===== config.mk =====
export PLATFORM = sky130hd
export DESIGN_NAME = fetch_ctrl_flat
export DESIGN_NICKNAME = d
export VERILOG_FILES = /design/src/rtl/fetch_ctrl_if.sv /design/src/rtl/fetch_ctrl.sv /design/src/flat_wrapper.sv
export SDC_FILE = /design/constraint.sdc
export NUM_CORES = 1
export LEC_CHECK = 0
export ABC_AREA = 1
export BUFFER_PORTS_ARGS = -buffer_cell sky130_fd_sc_hd__buf_4
export CAP_MARGIN = 20
export CORE_UTILIZATION = 35
export DETAILED_ROUTE_END_ITERATION = 6
export PLACE_DENSITY_LB_ADDON = 0.1
export RECOVER_POWER = 100
export SYNTH_ARGS = -nofsm -noshare
export SYNTH_HDL_FRONTEND = slang
export SYNTH_SLANG_ARGS = --single-unit

===== constraint.sdc =====
create_clock -name clk -period 5.61 [get_ports clk]
set_clock_uncertainty 0.15 [all_clocks]
set_input_delay 0.2805 -clock clk [delete_from_list [all_inputs] [get_ports clk]]
set_output_delay 0.2805 -clock clk [all_outputs]
set_load 0.1 [all_outputs]

===== src/rtl/fetch_ctrl_if.sv =====
// fetch_ctrl_if: bundles the program-counter sequencer's start/done handshake,
// instruction-memory port and decoder control lines.
//   master : the sequencer (drives instr_addr, instr_out, instr_valid, busy,
//            done, overrun, cycle_count)
//   slave  : surrounding top level / memory / decoder (drives start,
//            start_addr, instr_in, stall, branch_en, branch_rel,
//            branch_target, halt_req)
interface fetch_ctrl_if #(
  parameter int rom_size    = 512,
  parameter int instr_width = 9
);
  localparam int AW = $clog2(rom_size) + 1;

  logic                   start;
  logic [AW-1:0]          start_addr;
  logic [instr_width-1:0] instr_in;
  logic                   stall;
  logic                   branch_en;
  logic                   branch_rel;
  logic [AW-1:0]          branch_target;
  logic                   halt_req;
  logic [AW-1:0]          instr_addr;
  logic [instr_width-1:0] instr_out;
  logic                   instr_valid;
  logic                   busy;
  logic                   done;
  logic                   overrun;
  logic [15:0]            cycle_count;

  modport master (
    input  start, start_addr, instr_in, stall, branch_en, branch_rel,
           branch_target, halt_req,
    output instr_addr, instr_out, instr_valid, busy, done, overrun,
           cycle_count
  );

  modport slave (
    output start, start_addr, instr_in, stall, branch_en, branch_rel,
           branch_target, halt_req,
    input  instr_addr, instr_out, instr_valid, busy, done, overrun,
           cycle_count
  );
endinterface


===== src/rtl/fetch_ctrl.sv =====
// fetch_ctrl: program-counter sequencer for the instruction memory.
// Holds the PC (presented directly as instr_addr), advances it every RUN
// cycle, and applies stalls, branches (absolute or PC-relative) and halts
// from the decoder. Leaving the ROM address range stops execution with a
// sticky overrun flag.
//   clk   : single clock, rising edge
//   reset : asynchronous, active-high
//   bus   : fetch_ctrl_if.master (start/start_addr, instr_in/instr_out,
//           instr_valid, decoder controls, busy/done/overrun/cycle_count)
module fetch_ctrl #(
  parameter int rom_size    = 512,
  parameter int instr_width = 9
) (
  input  logic         clk,
  input  logic         reset,
  fetch_ctrl_if.master bus
);
  localparam int AW = $clog2(rom_size) + 1;
  localparam logic [AW-1:0] LAST_ADDR = AW'(rom_size - 1);

  typedef enum logic [1:0] {IDLE, RUN, HALT} state_t;

  state_t        state_p0, state_nxt;
  logic [AW-1:0] pc_p0, pc_nxt;
  logic          overrun_p0, overrun_nxt;
  logic          done_p0, done_nxt;
  logic [15:0]   cnt_p0, cnt_nxt;
  logic [AW-1:0] branch_dest;

  function automatic logic [15:0] sat_inc(input logic [15:0] v);
    return (v == 16'hFFFF) ? v : v + 16'd1;
  endfunction

  // Relative targets are signed offsets; the sum wraps modulo 2^AW.
  function automatic logic [AW-1:0] calc_dest(input logic [AW-1:0] pc,
                                               input logic [AW-1:0] tgt,
                                               input logic          rel);
    logic signed [AW-1:0] off;
    logic signed [AW-1:0] sum;
    off = signed'(tgt);
    sum = signed'(pc) + off;
    return rel ? unsigned'(sum) : tgt;
  endfunction

  // State register
  always_ff @(posedge clk or posedge reset) begin
    if (reset) state_p0 <= IDLE;
    else       state_p0 <= state_nxt;
  end

  // PC, flags and counter registers
  always_ff @(posedge clk or posedge reset) begin
    if (reset) begin
      pc_p0      <= '0;
      overrun_p0 <= 1'b0;
      done_p0    <= 1'b0;
      cnt_p0     <= '0;
    end else begin
      pc_p0      <= pc_nxt;
      overrun_p0 <= overrun_nxt;
      done_p0    <= done_nxt;
      cnt_p0     <= cnt_nxt;
    end
  end

  assign branch_dest = calc_dest(pc_p0, bus.branch_target, bus.branch_rel);

  // Next-state and next-datapath logic
  always_comb begin
    state_nxt   = state_p0;
    pc_nxt      = pc_p0;
    overrun_nxt = overrun_p0;
    cnt_nxt     = cnt_p0;
    done_nxt    = 1'b0;
    case (state_p0)
      IDLE, HALT: begin
        if (bus.start) begin
          pc_nxt  = bus.start_addr;
          cnt_nxt = '0;
          if (bus.start_addr <= LAST_ADDR) begin
            state_nxt   = RUN;
            overrun_nxt = 1'b0;
          end else begin
            // Out-of-range start: report completion immediately.
            state_nxt   = HALT;
            overrun_nxt = 1'b1;
            done_nxt    = 1'b1;
          end
        end
      end
      RUN: begin
        cnt_nxt = sat_inc(cnt_p0);
        if (bus.stall) begin
          // Stall dominates every other decoder request.
        end else if (bus.halt_req) begin
          state_nxt = HALT;
          done_nxt  = 1'b1;
        end else if (bus.branch_en) begin
          if (branch_dest <= LAST_ADDR) begin
            pc_nxt = branch_dest;
          end else begin
            state_nxt   = HALT;
            overrun_nxt = 1'b1;
            done_nxt    = 1'b1;
          end
        end else if (pc_p0 == LAST_ADDR) begin
          state_nxt   = HALT;
          overrun_nxt = 1'b1;
          done_nxt    = 1'b1;
        end else begin
          pc_nxt = pc_p0 + 1'b1;
        end
      end
      default: state_nxt = IDLE;
    endcase
  end

  // Outputs
  always_comb begin
    bus.instr_addr  = pc_p0;
    bus.instr_valid = (state_p0 == RUN);
    bus.busy        = (state_p0 == RUN);
    bus.instr_out   = (state_p0 == RUN) ? bus.instr_in : {instr_width{1'b0}};
    bus.done        = done_p0;
    bus.overrun     = overrun_p0;
    bus.cycle_count = cnt_p0;
  end
endmodule


===== src/flat_wrapper.sv =====
// flat-port wrapper written by rule: the top's interface ports become plain ports
module fetch_ctrl_flat 
#(
  parameter int rom_size    = 512,
  parameter int instr_width = 9
)
  (clk, reset, bus_start, bus_start_addr, bus_instr_in, bus_stall, bus_branch_en, bus_branch_rel, bus_branch_target, bus_halt_req, bus_instr_addr, bus_instr_out, bus_instr_valid, bus_busy, bus_done, bus_overrun, bus_cycle_count);
  fetch_ctrl_if #(.rom_size(rom_size), .instr_width(instr_width)) bus_i ();
  input  logic clk;
  input  logic reset;
  input wire logic [$bits(bus_i.start)-1:0] bus_start;
  input wire logic [$bits(bus_i.start_addr)-1:0] bus_start_addr;
  input wire logic [$bits(bus_i.instr_in)-1:0] bus_instr_in;
  input wire logic [$bits(bus_i.stall)-1:0] bus_stall;
  input wire logic [$bits(bus_i.branch_en)-1:0] bus_branch_en;
  input wire logic [$bits(bus_i.branch_rel)-1:0] bus_branch_rel;
  input wire logic [$bits(bus_i.branch_target)-1:0] bus_branch_target;
  input wire logic [$bits(bus_i.halt_req)-1:0] bus_halt_req;
  output wire logic [$bits(bus_i.instr_addr)-1:0] bus_instr_addr;
  output wire logic [$bits(bus_i.instr_out)-1:0] bus_instr_out;
  output wire logic [$bits(bus_i.instr_valid)-1:0] bus_instr_valid;
  output wire logic [$bits(bus_i.busy)-1:0] bus_busy;
  output wire logic [$bits(bus_i.done)-1:0] bus_done;
  output wire logic [$bits(bus_i.overrun)-1:0] bus_overrun;
  output wire logic [$bits(bus_i.cycle_count)-1:0] bus_cycle_count;
  assign bus_i.start = bus_start;
  assign bus_i.start_addr = bus_start_addr;
  assign bus_i.instr_in = bus_instr_in;
  assign bus_i.stall = bus_stall;
  assign bus_i.branch_en = bus_branch_en;
  assign bus_i.branch_rel = bus_branch_rel;
  assign bus_i.branch_target = bus_branch_target;
  assign bus_i.halt_req = bus_halt_req;
  assign bus_instr_addr = bus_i.instr_addr;
  assign bus_instr_out = bus_i.instr_out;
  assign bus_instr_valid = bus_i.instr_valid;
  assign bus_busy = bus_i.busy;
  assign bus_done = bus_i.done;
  assign bus_overrun = bus_i.overrun;
  assign bus_cycle_count = bus_i.cycle_count;
  fetch_ctrl #(.rom_size(rom_size), .instr_width(instr_width)) u_core (.clk(clk), .reset(reset), .bus(bus_i));
endmodule

### Yosys cells after proc, flatten, opt, wreduce, memory -nomap -nowiden

Cells that the tools add are included.

* $add $sub $neg: 3
* $lt $le $gt $ge: 2
* eq/ne operators: 14
* muxes and demuxes: 35
* reduce and logical (&&, ||, !) cells: 7

Operator list (number)
* 2-to-1 mux 10 bit: 7
* 2-to-1 mux 16 bit: 2
* one-hot mux 16 bit (2 select lines): 1
* <= comparator 10 x 9 -> 1 bit (second input constant): 2
* one-hot mux 10 bit (2 select lines): 1
* adder 16 x 1 -> 16 bit (second input constant): 1
* equality test 16 bit (second input constant): 1
* 2-to-1 mux 2 bit: 7
* 2-to-1 mux 1 bit: 13
* AND reduction 6 bit: 2
* adder 10 x 1 -> 10 bit (second input constant): 1
* adder 10 bit: 1
* equality test 10 x 9 -> 1 bit (second input constant): 1
* 2-to-1 mux 9 bit: 1
* != test 2 bit (second input constant): 4
* != test 3 x 2 -> 1 bit (second input constant): 2
* != test 3 bit (second input constant): 2
* != test 4 x 3 -> 1 bit (second input constant): 1
* != test 4 bit (second input constant): 1
* one-hot mux 1 bit (2 select lines): 2
* one-hot mux 2 bit (2 select lines): 1
* AND reduction 4 bit: 1
* AND reduction 3 bit: 1
* equality test 2 x 1 -> 1 bit (second input constant): 1
* 4 further kinds: 4

* flip-flop bits (word level): 30
* bits of input ports: 36
* output and inout bits: 39
* logic and storage cells: 66

### Longest topological paths before layout

* depth after elaboration: 8
* mapped depth: 15
* gate-level depth less buffers: 15

### Worst setup path before layout

Ideal clock, no wire load.

* kind: register to output
* start: register u_core.state_p0[0]
* end: output port bus_instr_out[0]
* data arrival time: 2350 ps
* data required time: 5180 ps
* slack: 2830 ps
* cell stages (with the launch flop): 6
* path through: dfrtp_1 > inv_2 > nor2_4 > clkinv_1 > clkbuf_1 > nor2_1

* longest elaborated chain between the ends: 2

RTL lines
* start: declaration: line fetch_ctrl.sv:23 `state_t state_p0, state_nxt;`
* start signal: assignment: line fetch_ctrl.sv:48 `else state_p0 <= state_nxt;`
* equality test 2 x 1 -> 1 bit: line fetch_ctrl.sv:123 `bus.instr_out = (state_p0 == RUN) ? bus.instr_in : {instr_width{1'b0}};`
* 2-to-1 mux 9 bit: line fetch_ctrl.sv:123
* end: declaration: line flat_wrapper.sv:20 `output wire logic [$bits(bus_i.instr_out)-1:0] bus_instr_out;`

No other way between the ends.

### Worst setup path after layout

* start: register u_core.state_p0[0]
* end: output port bus_instr_out[6]

The elaborated chain is that of the path after synthesis.

==> results.toml <==
[sta]
grt_setup_unrepaired = "false"
slew_viol_final = 31
fin_crit_ns = 3.50
slew_headroom = -0.125
setup_tns_ns = 0
finalWorstSetupSlack_ns = 2.11
finalCritPeriodShare = 0.623
final-setup-viol-count = 0
fmax_mhz = 286
worst_pin_slew_ns = 1.69
hold_violations = 0

[outcome]
violations = "capacitance limit, slew limit"
status = "complete, but fails checks"

[global_route]
grt_start_max_net_pins = 31
overflow = 0
grt_antenna_before_repair = 0
grt.total_usage = 0.195
grt_pass1_vias = 2501
grt_pass1_wl_um = 12000

[finish]
antenna_cells = 0
drive_gt1_frac = 0.110
fillers = 840
syn2layout_area_growth_pct = 23.3
final_nets = 528

[worst_setup_path]
r2r_start = "u_core.bus.instr_addr[4]$_DFFE_PP0P_"
crit_end = "bus_instr_out[6]"
startpoint = "u_core.state_p0[0]$_DFFE_PP0P_"
criticalPathCategory = "flip-flop to output port"
worstPathRequired_ns = 5.18
r2r_slack_ns = 2.63
cp-end-kind = "output port"
reg2reg_to = "u_core.bus.instr_addr[5]$_DFFE_PP0P_"
crit_arrival_ns = 3.07
crit_fanout = 28
start_kind = "flip-flop"
reg2regPathDepth = 13

[cts]
ctsHoldBuffers = 1
cts.sinks = 30
cts_buffers = 5
cts-root-buf = "clkbuf_8"
cts_repair_resize_count = 0
clock_path_buffers = 2
h-tree-depth = 2
clkLatencyLatePin_ns = 0.29
cts_tree = "built"
cts_setup_buffers = 0
clk_transition_reported_paths_ns = 0.06

[yosys]
synth-edff-count = 0
synth.area.top_cells = "dfrtp_1 (29%), nand2_1 (14%), nor2_1 (9.2%)"
synth.distinct_cells = 36
synth_top_cell_by_area = "dfrtp_1"
ys_warn_count = 0
yosys.cell_count.top_type = "nand2_1"
netlist_area_um2 = 2600
yosysSeqAreaShare = 0.288
avgSynthCellArea_um2 = 6.40
synth_cells = 407
synth.ff_latch_count = 30
async_flop_share = 1.00
synth_top_flop_cell = "dfrtp_1"
synth_common_cells = "nand2_1 (97), nor2_1 (64), inv_1 (52)"
synth.net_count = 455
synth_top_area_frac = 0.288

[floorplan]
core_um2 = 7210
row_count = 31
start_util = 0.361
die_area_um2 = 7790
die_width_um = 88.3
die_y_um = 88.3
io_pins = 75

[placed_design]
dp_slack_ns = 2.97
port_buffers = 74
place_congestion = 0.825
hpwl_um = 5570

[power]
cellLeakagePower_nw = 1.58
vdd_drop_max_mv = 0.308
power.density_nw_per_um2 = 510

[detailed_routing]
drtIter0Drc = 121
post_drt_wl_per_cell_um = 12.7
drc = 0
vias_per_cell = 4.86
drtAntennaViolNets = 0
num_vias = 2818
dr.pass1.iters = 4
wirelength_um = 7350

[flow_run]
drv_cap = 1

[min_path]
hold_class = "input port to flip-flop"
final cells by class:
cell class | instances | area [µm²] | share of cell area
clock buffers | 6 | 82.6 | 0.0257
clock inverters | 2 | 60.1 | 0.0187
inverters | 56 | 210 | 0.0655
multi-input cells | 310 | 1550 | 0.484
flip-flops and latches | 30 | 751 | 0.234
repair buffers | 77 | 430 | 0.134
well taps | 99 | 124 | 0.0386
worst max-delay path, cell delays in order (launching register included):
cell      delay (ns)
dfrtp_1         0.40
inv_1           0.11
nor2_4          0.51
clkinv_1        0.64
nor2_1          0.22
clkbuf_1        0.89
layer usage:
metal / vias to the layer above / part of all wire / track usage
li1: 1471 / - / -
met1: 1257 / 0.52 / 0.294
met2: 83 / 0.42 / 0.294
met3: 7 / 0.052 / 0.0326
met4: 0 / 0.0074 / 0.0367
met5: - / 0 / 0
placed cells by master (no fill, tap or decap), types with 11 or more instances in the layout:
cell / n
buf_4: 35
a21oi_1: 31
nand2_1: 101
nand3_1: 35
nor2_1: 64
dfrtp_1: 30
o21ai_0: 15
clkbuf_1: 40
inv_1: 54
ha_1: 11
power breakdown:
group	total, mW	switching (mW)	internal (mW)
clock network	0.275	0.0854	0.189
logic	1.00	0.786	0.216
registers	0.361	0.0921	0.269
how the worst min path moves through the flow:
| stage | startpoint | depth (start not counted) | endpoint |
|---|---|---|---|
| 2_1_floorplan | bus_stall | 1 | u_core.bus.done$_DFF_PP0_ |
| 3_3_place_gp | reset | 3 | u_core.state_p0[1]$_DFFE_PP0P_ |
| 3_5_place_dp | reset | 3 | u_core.bus.overrun$_DFFE_PP0P_ |
| 4_1_cts | bus_stall | 2 | u_core.bus.done$_DFF_PP0_ |
| 5_1_grt | bus_stall | 2 | u_core.bus.done$_DFF_PP0_ |
| 6_report | bus_stall | 2 | u_core.bus.done$_DFF_PP0_ |
registers in the layout, indices dropped and copies added, names as in the netlist:
| signal | count |
|---|---|
| u_core.bus.cycle_count | 16 |
| u_core.bus.done | 1 |
| u_core.bus.instr_addr | 10 |
| u_core.bus.overrun | 1 |
| u_core.state_p0 | 2 |
cells by family (layout without fill, tap and decap cells):
logic type      after synthesis  count (layout)  share of synthesized area
buf+inv                      67             141                      0.104
xor+xnor                     10              10                     0.0336
simple gates                226             226                      0.380
flops                        30              30                      0.288
fa+ha+maj                    12              12                     0.0605
compound gates               62              62                      0.134
stage by stage:
stage | util | hold WS (ns) | area [µm²] | power, mW | std cells
floorplan | - | 0.211 | 2600 | 1.19 | 407
global placement | 0.449 | 0.247 | 3240 | 1.41 | 571
detailed placement | 0.449 | 0.256 | 3240 | 1.42 | 571
CTS | 0.470 | 0.0537 | 3390 | 1.70 | 580
global route | 0.445 | 0.0464 | 3210 | 1.76 | 580
finish | 0.445 | 0.0642 | 3210 | 1.64 | 580
Note: power is estimated with default switching activity, not from simulation.
